`src/rtl/alu_exec_unit.sv`:
```
// Registered decode-and-execute ALU with valid/ready handshakes on both sides.
// Single-cycle ops (SUB/ADD/OR/AND/LT/EQ, and SRA/ROL by zero) load the result
// on the accept edge; SRA/ROL by a non-zero amount step one bit per cycle in
// the SHIFT state and load the result on the edge where the count runs out.
module alu_exec_unit #(
  parameter int WIDTH   = 4,
  parameter int SHAMT_W = 2
) (
  input  logic               clk,
  input  logic               rst,
  input  logic               in_valid,
  output logic               in_ready,
  input  logic [WIDTH-1:0]   rs,
  input  logic [WIDTH-1:0]   rt,
  input  logic [2:0]         sel,
  output logic               out_valid,
  input  logic               out_ready,
  output logic [WIDTH-1:0]   rd,
  output logic               cout,
  output logic               zero
);

  typedef enum logic {IDLE, SHIFT} state_t;

  localparam logic [SHAMT_W:0] WIDTH_EXT = (SHAMT_W+1)'(WIDTH);

  state_t               state_q, state_d;
  logic [SHAMT_W-1:0]   cnt_q, cnt_d;
  logic [WIDTH-1:0]     work_q, work_d;
  logic                 rol_q, rol_d;
  logic [WIDTH-1:0]     rd_q, rd_d;
  logic                 cout_q, cout_d;
  logic                 zero_q, zero_d;
  logic                 vld_q, vld_d;

  logic                 accept;
  logic                 is_shift;
  logic [SHAMT_W-1:0]   sra_amt;
  logic [SHAMT_W:0]     rol_ext;
  logic [SHAMT_W-1:0]   rol_amt;
  logic [SHAMT_W-1:0]   shamt;
  logic [WIDTH:0]       alu_res;
  logic [WIDTH-1:0]     step;

  // Single-cycle result as {carry, value}; shift ops here are the zero-amount case.
  function automatic logic [WIDTH:0] alu_op(input logic [2:0] op,
                                            input logic [WIDTH-1:0] a,
                                            input logic [WIDTH-1:0] b);
    logic [WIDTH:0] r;
    r = '0;
    case (op)
      3'd0: r = {1'b0, a} + {1'b0, ~b} + {{WIDTH{1'b0}}, 1'b1};
      3'd1: r = {1'b0, a} + {1'b0, b};
      3'd2: r = {1'b0, a | b};
      3'd3: r = {1'b0, a & b};
      3'd4: r = {1'b0, b};
      3'd5: r = {1'b0, a};
      3'd6: begin
        for (int i = 1; i < WIDTH; i++) begin
          r[i] = (((WIDTH - 1 - i) % 2) == 0);
        end
        r[0] = (a < b);
      end
      default: r = {1'b0, {(WIDTH-1){1'b1}}, (a == b)};
    endcase
    return r;
  endfunction

  // One-bit arithmetic right shift, sign filled from the MSB.
  function automatic logic [WIDTH-1:0] sra1(input logic [WIDTH-1:0] x);
    return {x[WIDTH-1], x[WIDTH-1:1]};
  endfunction

  // One-bit left rotate.
  function automatic logic [WIDTH-1:0] rol1(input logic [WIDTH-1:0] x);
    return {x[WIDTH-2:0], x[WIDTH-1]};
  endfunction

  assign in_ready = (state_q == IDLE) && (!vld_q || out_ready);
  assign accept   = in_valid && in_ready;
  assign is_shift = (sel[2:1] == 2'b10);
  assign sra_amt  = rs[SHAMT_W-1:0];
  // Rotate amount is taken modulo WIDTH (only matters for non-power-of-two WIDTH).
  assign rol_ext  = {1'b0, rt[SHAMT_W-1:0]};
  assign rol_amt  = (rol_ext >= WIDTH_EXT) ? SHAMT_W'(rol_ext - WIDTH_EXT)
                                           : rt[SHAMT_W-1:0];
  assign shamt    = sel[0] ? rol_amt : sra_amt;
  assign alu_res  = alu_op(sel, rs, rt);
  assign step     = rol_q ? rol1(work_q) : sra1(work_q);

  // Next-state logic: handshake bookkeeping, result load and shift sequencing.
  always_comb begin
    state_d = state_q;
    cnt_d   = cnt_q;
    work_d  = work_q;
    rol_d   = rol_q;
    rd_d    = rd_q;
    cout_d  = cout_q;
    zero_d  = zero_q;
    vld_d   = vld_q;
    if (vld_q && out_ready) begin
      vld_d = 1'b0;
    end
    case (state_q)
      IDLE: begin
        if (accept) begin
          if (is_shift && (shamt != '0)) begin
            state_d = SHIFT;
            cnt_d   = shamt;
            work_d  = sel[0] ? rs : rt;
            rol_d   = sel[0];
          end else begin
            rd_d   = alu_res[WIDTH-1:0];
            cout_d = alu_res[WIDTH];
            zero_d = (alu_res[WIDTH-1:0] == '0);
            vld_d  = 1'b1;
          end
        end
      end
      SHIFT: begin
        work_d = step;
        cnt_d  = cnt_q - 1'b1;
        if (cnt_q == SHAMT_W'(1)) begin
          rd_d    = step;
          cout_d  = 1'b0;
          zero_d  = (step == '0);
          vld_d   = 1'b1;
          state_d = IDLE;
        end
      end
      default: state_d = IDLE;
    endcase
  end

  // State and result registers; reset also aborts any shift in flight.
  always_ff @(posedge clk or posedge rst) begin
    if (rst) begin
      state_q <= IDLE;
      cnt_q   <= '0;
      work_q  <= '0;
      rol_q   <= 1'b0;
      rd_q    <= '0;
      cout_q  <= 1'b0;
      zero_q  <= 1'b0;
      vld_q   <= 1'b0;
    end else begin
      state_q <= state_d;
      cnt_q   <= cnt_d;
      work_q  <= work_d;
      rol_q   <= rol_d;
      rd_q    <= rd_d;
      cout_q  <= cout_d;
      zero_q  <= zero_d;
      vld_q   <= vld_d;
    end
  end

  assign rd        = rd_q;
  assign cout      = cout_q;
  assign zero      = zero_q;
  assign out_valid = vld_q;

endmodule

```
`config.mk`:
```
export PLATFORM = sky130hd
export DESIGN_NAME = alu_exec_unit
export DESIGN_NICKNAME = d
export VERILOG_FILES = /design/src/rtl/alu_exec_unit.sv
export SDC_FILE = /design/constraint.sdc
export NUM_CORES = 1
export LEC_CHECK = 0
export BUFFER_PORTS_ARGS = -buffer_cell sky130_fd_sc_hd__buf_2
export CORE_MARGIN = 4
export CORE_UTILIZATION = 40
export DETAILED_ROUTE_END_ITERATION = 10
export HOLD_SLACK_MARGIN = 0.06
export SETUP_SLACK_MARGIN = 0.2
export SYNTH_ARGS = -nofsm -noshare
export SYNTH_HDL_FRONTEND = slang
export SYNTH_SLANG_ARGS = --single-unit
```
`constraint.sdc`:
```
create_clock -name clk -period 1.41 [get_ports clk]
set_input_delay 0.141 -clock clk [delete_from_list [all_inputs] [get_ports clk]]
set_output_delay 0.141 -clock clk [all_outputs]
set_load 0.03 [all_outputs]
```
==> flow_summary_export.csv, run 1 <==
group,metric,value,unit
min_path,min_from,"out_ready",
synthesis,synth_mux_area_share,5.18,%
synthesis,synth_top_cell_area_share,27.8,%
synthesis,synth_cell_type_count,44,
timing,setup_viol,9,
floorplan,core_area,0.00315,mm²
setup_path,path_delay_family,"adder cells",
placed_design,dp_hpwl,3090,µm
min_path,hold_class,"input pin to register",
layout,post_route_cells_drive_above_1_share,55.6,%
run,maxCapViolCount,0,
synthesis,yosysSeqAreaShare,27.8,%
synthesis,synth_area_per_cell,8.45,µm²
pwr,p_sw,1.43,mW
timing,skew,0.00155,ns
clock_tree,cts_tree,"built",
timing,fin_crit_sh,121,%
synthesis,synth.cell_area,0.00135,mm²
layout,stdcell_count,283,
clock_tree,cts_buffers,3,
pwr,p_comb_share,65.8,%
synthesis,synthSimpleGateAreaFrac,17.2,%
synthesis,yosys_warnings,0,
pwr,swShare,44.4,%
placed_design,dp_cells,269,
clock_tree,cts_root_buffer,"clkbuf_4",
pwr,vdd_drop_max,0.498,mV
synthesis,synthFlopType,"dfrtp_1",
floorplan,start_util,42.9,%
placed_design,place.port_buffers,22,
route,post_drt_wl_per_cell,15.0,µm
global_route,antenna_found_initial,0,
pwr,powerDensity,1330,mW/mm²
route,ant_nets,0,
route,drtIter0Drc,56,
run_status,violations,"setup timing",
global_route,grt_pass1_vias,1482,
global_route,overflow,0,
synthesis,synth-xor-area-share,1.30,%
timing,final-hold-violation-count,0,
synthesis,synth-compound-area-share,26.1,%
synthesis,netlist_top_cells_count,"20 x nand2_1, 17 x nor2_1, 15 x dfrtp_1, 15 x inv_1, 13 x ha_1",
timing,post-route-min-period,1.71,ns
timing,tightest_slew,0.596,ns
timing,relSlewSlack,60.2,%
timing,max_freq,0.586,GHz
synthesis,synth_nets,190,
clock_tree,cts_max_level,1,
layout,nets,270,
synthesis,synth_area_leader_cell,"dfrtp_1",
placed_design,gp_congestion,0.847,
timing,slew_violations,0,
synthesis,yosys.area_share.adder,15.0,%
setup_path,end_kind,"register",
setup_path,reg2reg_depth,5,
setup_path,cp_cell_sequence,"buf_12 > inv_8 > ha_4 > fa_2 > mux2i_1 > or3_1 > a31oi_2 > nand2b_1 > a2111oi_4 > o22a_1",
pwr,p_clk_share,7.8,%
synthesis,syn_inst,160,
timing,fin_ws,-0.296,ns
clock_tree,numClockSinks,15,
setup_path,worstPathRequired,1.64,ns
min_path,whs_endpoint,"out_valid",
synthesis,synth_most_common_cell,"nand2_1",
global_route,grt_pass1_wl,6710,µm
pwr,p_int,1.79,mW
setup_path,cp_max_fo,3,
route,via_count,1510,
setup_path,start_kind,"input pin",
synthesis,synth_area_leaders,"dfrtp_1 28%, ha_1 12%, nand2_1 5.6%",
clock_tree,insertion_delay,0.29,ns
layout,n_antenna_cell,0,
setup_path,crit_type,"input pin to register",
floorplan,fp.dieArea,0.00438,mm²
route,wl,4230,µm
pwr,p_leak,1.08,nW
synthesis,async_flop_share,100,%
setup_path,cp.arrival,1.94,ns
setup_path,path_buf_inv,2,
route,dr.pass1.iters,4,
timing,grt_setup_unrepaired,"yes",
min_path,hold-path-cell-count,3,
layout,area_delta_synth_final,78.7,%
synthesis,synth_top_family_by_area,"compound AO/OA/AOI/OAI gates",
setup_path,cp_num_cells,10,
setup_path,reg2reg_slack,-0.11,ns
timing,totalNegativeSetupSlack,-1.13,ns
floorplan,num_rows,20,
synthesis,synth_edf_count,0,
setup_path,worstReg2RegStart,"state_q",
global_route,grt_use_total,19.8,%
pwr,sequentialPowerShare,26.4,%
route,avgViaCountPerCell,5.34,
global_route,grt_start_max_net_pins,16,
floorplan,pin_count,23,
clock_tree,clk_path_buf_depth,2,
route,drc,0,
run_status,status,"finished with violations",
setup_path,critical_path.slowest_cell,"fa_2",
floorplan,die_w,66.2,µm
setup_path,regToRegEndpoint,"zero",
floorplan,die_y,66.2,µm
setup_path,cpPeakStageDelay,0.51,ns
clock_tree,clk_pin_slew_worst_paths,0.09,ns
synthesis,synth-seq-cells,15,
==> layout make-up <==
class	count	area, µm²
Clock buffer	4	26.3
Fill cell	220	736
Inverter	16	82.6
Multi-Input combinational cell	123	1190
Sequential cell	15	378
Tap cell	44	55.1
Timing Repair Buffer	81	681
==> worst register-to-register path, cell delays in order, from the launching register on <==
cell and delay (ns):
dfrtp_2 0.45, a21oi_4 0.20, nand2_2 0.10, o21a_1 0.25, a41o_1 0.23, o22a_1 0.18
==> power by group through the flow <==
| stage | logic (mW) | clock network [mW] | registers, mW |
|---|---|---|---|
| 4_1_cts | 1.87 | 0.245 | 0.833 |
| 5_1_grt | 2.27 | 0.267 | 0.879 |
| 2_1_floorplan | 0.872 | 0 | 0.982 |
| 3_5_place_dp | 1.60 | 0 | 0.835 |
| 6_report | 2.12 | 0.251 | 0.852 |
| 3_3_place_gp | 1.56 | 0 | 0.819 |
==> metrics by stage <==
stage	hold slack [ns]	power [mW]	instance area, µm²	utilization, %	setup slack [ns]
3_5_place_dp	0.227	2.44	1950	61.7	-0.663
5_1_grt	0.211	3.42	2420	76.7	-0.407
4_1_cts	0.208	2.95	2200	69.9	-0.346
6_report	0.197	3.23	2420	76.7	-0.296
3_3_place_gp	0.218	2.38	1950	61.7	-0.571
2_1_floorplan	0.0424	1.85	1460	-	-0.364
==> logic make-up after synthesis <==
kind of cell    count (synthesis)
simple gates                   52
compound gates                 47
buf+inv                        22
fa+ha+maj                      15
flops                          15
mux                             7
xor+xnor                        2
==> layer usage <==
metal / global-route usage (%) / wire length [µm] / share of wire (%)
met3: 1.02 / 134 / 3.2
met4: 6.09 / 131 / 3.1
met5: 0 / 0 / 0
met1: 21.7 / 1650 / 39
met2: 39.7 / 2320 / 55
==> what timing repair did <==
| item | in CTS | in global routing |
|---|---|---|
| cloned | 0 | 0 |
| setup endpoints to repair | 15 | 16 |
| resized for setup | 50 | 35 |
| buffers inserted | 5 | 4 |
| hold buffers | 1 | 0 |
| hold endpoints to repair | 15 | 0 |
| pin swaps | 16 | 17 |
==> worst max path at each step <==
stage | from | endpoint | slack (ns)
detailed placement | rs[1] | zero | -0.66
finish | rs[0] | zero | -0.30
floorplan | rs[3] | zero | -0.36
global route | rs[0] | zero | -0.41
global placement | rs[1] | zero | -0.57
CTS | rs[1] | zero | -0.35
==> cells in the final DEF, fill, tap and decap left out, drive strengths merged, types with 2 or more instances in the layout <==
master / n
buf: 80
a21o: 4
fa: 2
a21oi: 7
nand2: 20
ha: 13
dfrtp: 15
o21ai: 8
nor3: 2
xnor2: 2
clkinvlp: 2
inv: 13
o211ai: 2
mux2i: 7
nor2: 17
a221oi: 4
or3: 2
o31ai: 2
a221o: 2
o22a: 2
o22ai: 2
clkbuf: 4
a31oi: 3
a211oi: 2
nand2b: 3
==> sequential cells by signal, indices dropped and copies added, names as in the netlist <==
name and cells:
work_q 4, cout 1, out_valid 1, zero 1, rol_q 1, cnt_q 2, rd 4, state_q 1
Power figures use the tool's default switching activity.
==> run 2: changes to the inputs <==
- ABC_AREA: not set -> 1
- ABC_CLOCK_PERIOD_IN_PS: not set -> 1410
- PLACE_DENSITY: not set -> 0.65
==> flow_summary_export.csv, run 2 <==
group,metric,value,unit
setup_path,reg2reg_depth,8,
route,ant_nets,0,
synthesis,synth_area_leaders,"dfrtp_1 25%, nand2_1 16%, ha_1 11%",
synthesis,synth-xor-area-share,0,%
route,drtIter0Drc,116,
synthesis,yosys_warnings,0,
route,post_drt_wl_per_cell,11.9,µm
layout,n_antenna_cell,0,
pwr,powerDensity,1340,mW/mm²
placed_design,placed_area,0.00198,mm²
synthesis,synth_edf_count,0,
floorplan,pin_count,23,
floorplan,start_util,41.2,%
global_route,antenna_found_initial,0,
placed_design,gp_congestion,0.936,
synthesis,async_flop_share,100,%
timing,max_freq,0.731,GHz
clock_tree,cts_root_buffer,"clkbuf_8",
setup_path,worstPathRequired,1.55,ns
timing,relSlewSlack,62.2,%
layout,area_delta_synth_final,49.5,%
placed_design,dp_slack,-0.381,ns
global_route,grt_start_max_net_pins,16,
setup_path,cp_max_fo,8,
layout,fin_util,61.6,%
layout,design_area,0.00225,mm²
setup_path,start_kind,"register",
route,wl,4100,µm
timing,post-route-min-period,1.37,ns
pwr,finalPower,3.01,mW
setup_path,crit_end,"rd[3]",
timing,fin_ws,0.0420,ns
timing,final-hold-violation-count,0,
synthesis,netlist_top_cells_count,"63 x nand2_1, 29 x inv_1, 24 x nor2_1, 19 x nand3_1, 15 x dfrtp_1",
layout,stdcell_count,343,
floorplan,core_area,0.00366,mm²
pwr,vdd_drop_max,0.447,mV
synthesis,syn_inst,231,
clock_tree,cts_buffers,3,
timing,tightest_slew,0.567,ns
synthesis,synth_area_leader_cell,"dfrtp_1",
route,dr.pass1.iters,4,
route,avgViaCountPerCell,4.95,
floorplan,num_rows,22,
global_route,grt_use_total,17.1,%
route,via_count,1698,
floorplan,fp.dieArea,0.00482,mm²
synthesis,synthFlopType,"dfrtp_1",
clock_tree,insertion_delay,0.25,ns
setup_path,end_kind,"register",
timing,totalNegativeSetupSlack,0,ns
synthesis,synth_top_family_by_area,"simple AND/OR/NAND/NOR gates",
layout,layout_common_cells,"56 x nand2_1, 39 x buf_4, 25 x inv_1",
setup_path,cp.arrival,1.51,ns
setup_path,crit_type,"register to register",
placed_design,dp_cells,333,
run_status,status,"complete, no violations",
timing,fin_hold_ws,0.0938,ns
global_route,grt_pass1_vias,1572,
layout,layout_commonest_cell,"nand2_1",
timing,skew,0.00176,ns
timing,slew_violations,0,
pwr,p_leak,1.16,nW
timing,setup_viol,0,
synthesis,synth_top_cell_area_share,24.9,%
placed_design,place.port_buffers,22,
setup_path,critPathLaunch,"out_valid",
route,drc,0,
synthesis,synthSimpleGateAreaFrac,37.5,%
timing,fin_crit_sh,97.0,%
synthesis,synth_cell_type_count,29,
synthesis,synth_most_common_cell,"nand2_1",
global_route,overflow,0,
global_route,grt_pass1_wl,6870,µm
timing,grt_setup_unrepaired,"yes",
synthesis,synth_mux_area_share,0,%
synthesis,synth-compound-area-share,11.9,%
min_path,hold_class,"input pin to register",
clock_tree,cts_max_level,1,
synthesis,synth.cell_area,0.00151,mm²
synthesis,yosysSeqAreaShare,24.9,%
placed_design,dp_hpwl,3190,µm
synthesis,synth-seq-cells,15,
setup_path,regToRegEndpoint,"rd[3]",
clock_tree,cts_tree,"built",
run,maxCapViolCount,0,
floorplan,die_w,69.4,µm
synthesis,synth_nets,261,
setup_path,reg2reg_slack,0.04,ns
clock_tree,clk_pin_slew_worst_paths,0.06,ns
layout,post_route_cells_drive_above_1_share,39.7,%
clock_tree,clk_path_buf_depth,2,
setup_path,worstReg2RegStart,"out_valid",
synthesis,synth_area_per_cell,6.53,µm²
floorplan,die_y,69.4,µm
clock_tree,numClockSinks,15,
synthesis,yosys.area_share.adder,13.4,%
layout,nets,326,
## run 2: worst min path at each step
stage,start,to,slack (ns),cells past startpoint
2_1_floorplan,rst,cnt_q[0],0.04,1
3_3_place_gp,rst,cout,0.22,2
3_5_place_dp,rst,cout,0.22,2
4_1_cts,out_ready,out_valid,0.11,2
5_1_grt,out_ready,out_valid,0.09,2
6_report,out_ready,out_valid,0.09,2
## run 2: cell type report
type / count / area (µm²)
fillers: 335 / 1410
multi-input cells: 174 / 1110
repair buffers: 66 / 504
flip-flops and latches: 15 / 377
inverters: 36 / 161
well taps: 48 / 60.1
clock buffers: 4 / 45.0
## run 2: kinds of logic (layout without fill, tap and decap cells)
| family | after synthesis | count (layout) |
|---|---|---|
| AND/OR/NAND/NOR | 126 | 126 |
| AO/OA/AOI/OAI | 33 | 33 |
| buffers and inverters | 42 | 106 |
| flip-flops | 15 | 15 |
| adder cells (fa/ha/maj) | 15 | 15 |
## run 2: timing repair
action                     4_1_cts  5_1_grt
hold buffers                     1        0
gates resized for setup         20       30
buffers inserted                 3        2
hold endpoints to repair        15        0
setup endpoints to repair       16       16
pin swaps                       17        6
## run 2: where the power goes
group / switching (mW) / internal, mW / leakage [nW]
clock network: 0.155 / 0.200 / 0.0228
logic: 1.12 / 0.763 / 0.959
registers: 0.130 / 0.641 / 0.182
## run 2: metal layers
metal,track usage [%],share of wire (%)
met5,0,0
met4,6.72,2.5
met3,1.88,4.2
met2,30.1,51
met1,21.0,43
## run 2: critical path, cell delays in order (launching register included)
cell     delay [ns]
dfrtp_2        0.40
inv_2          0.07
nor2_4         0.04
nor3b_4        0.26
nand2_2        0.12
nand2_4        0.11
inv_6          0.06
a21oi_2        0.11
a21oi_1        0.07
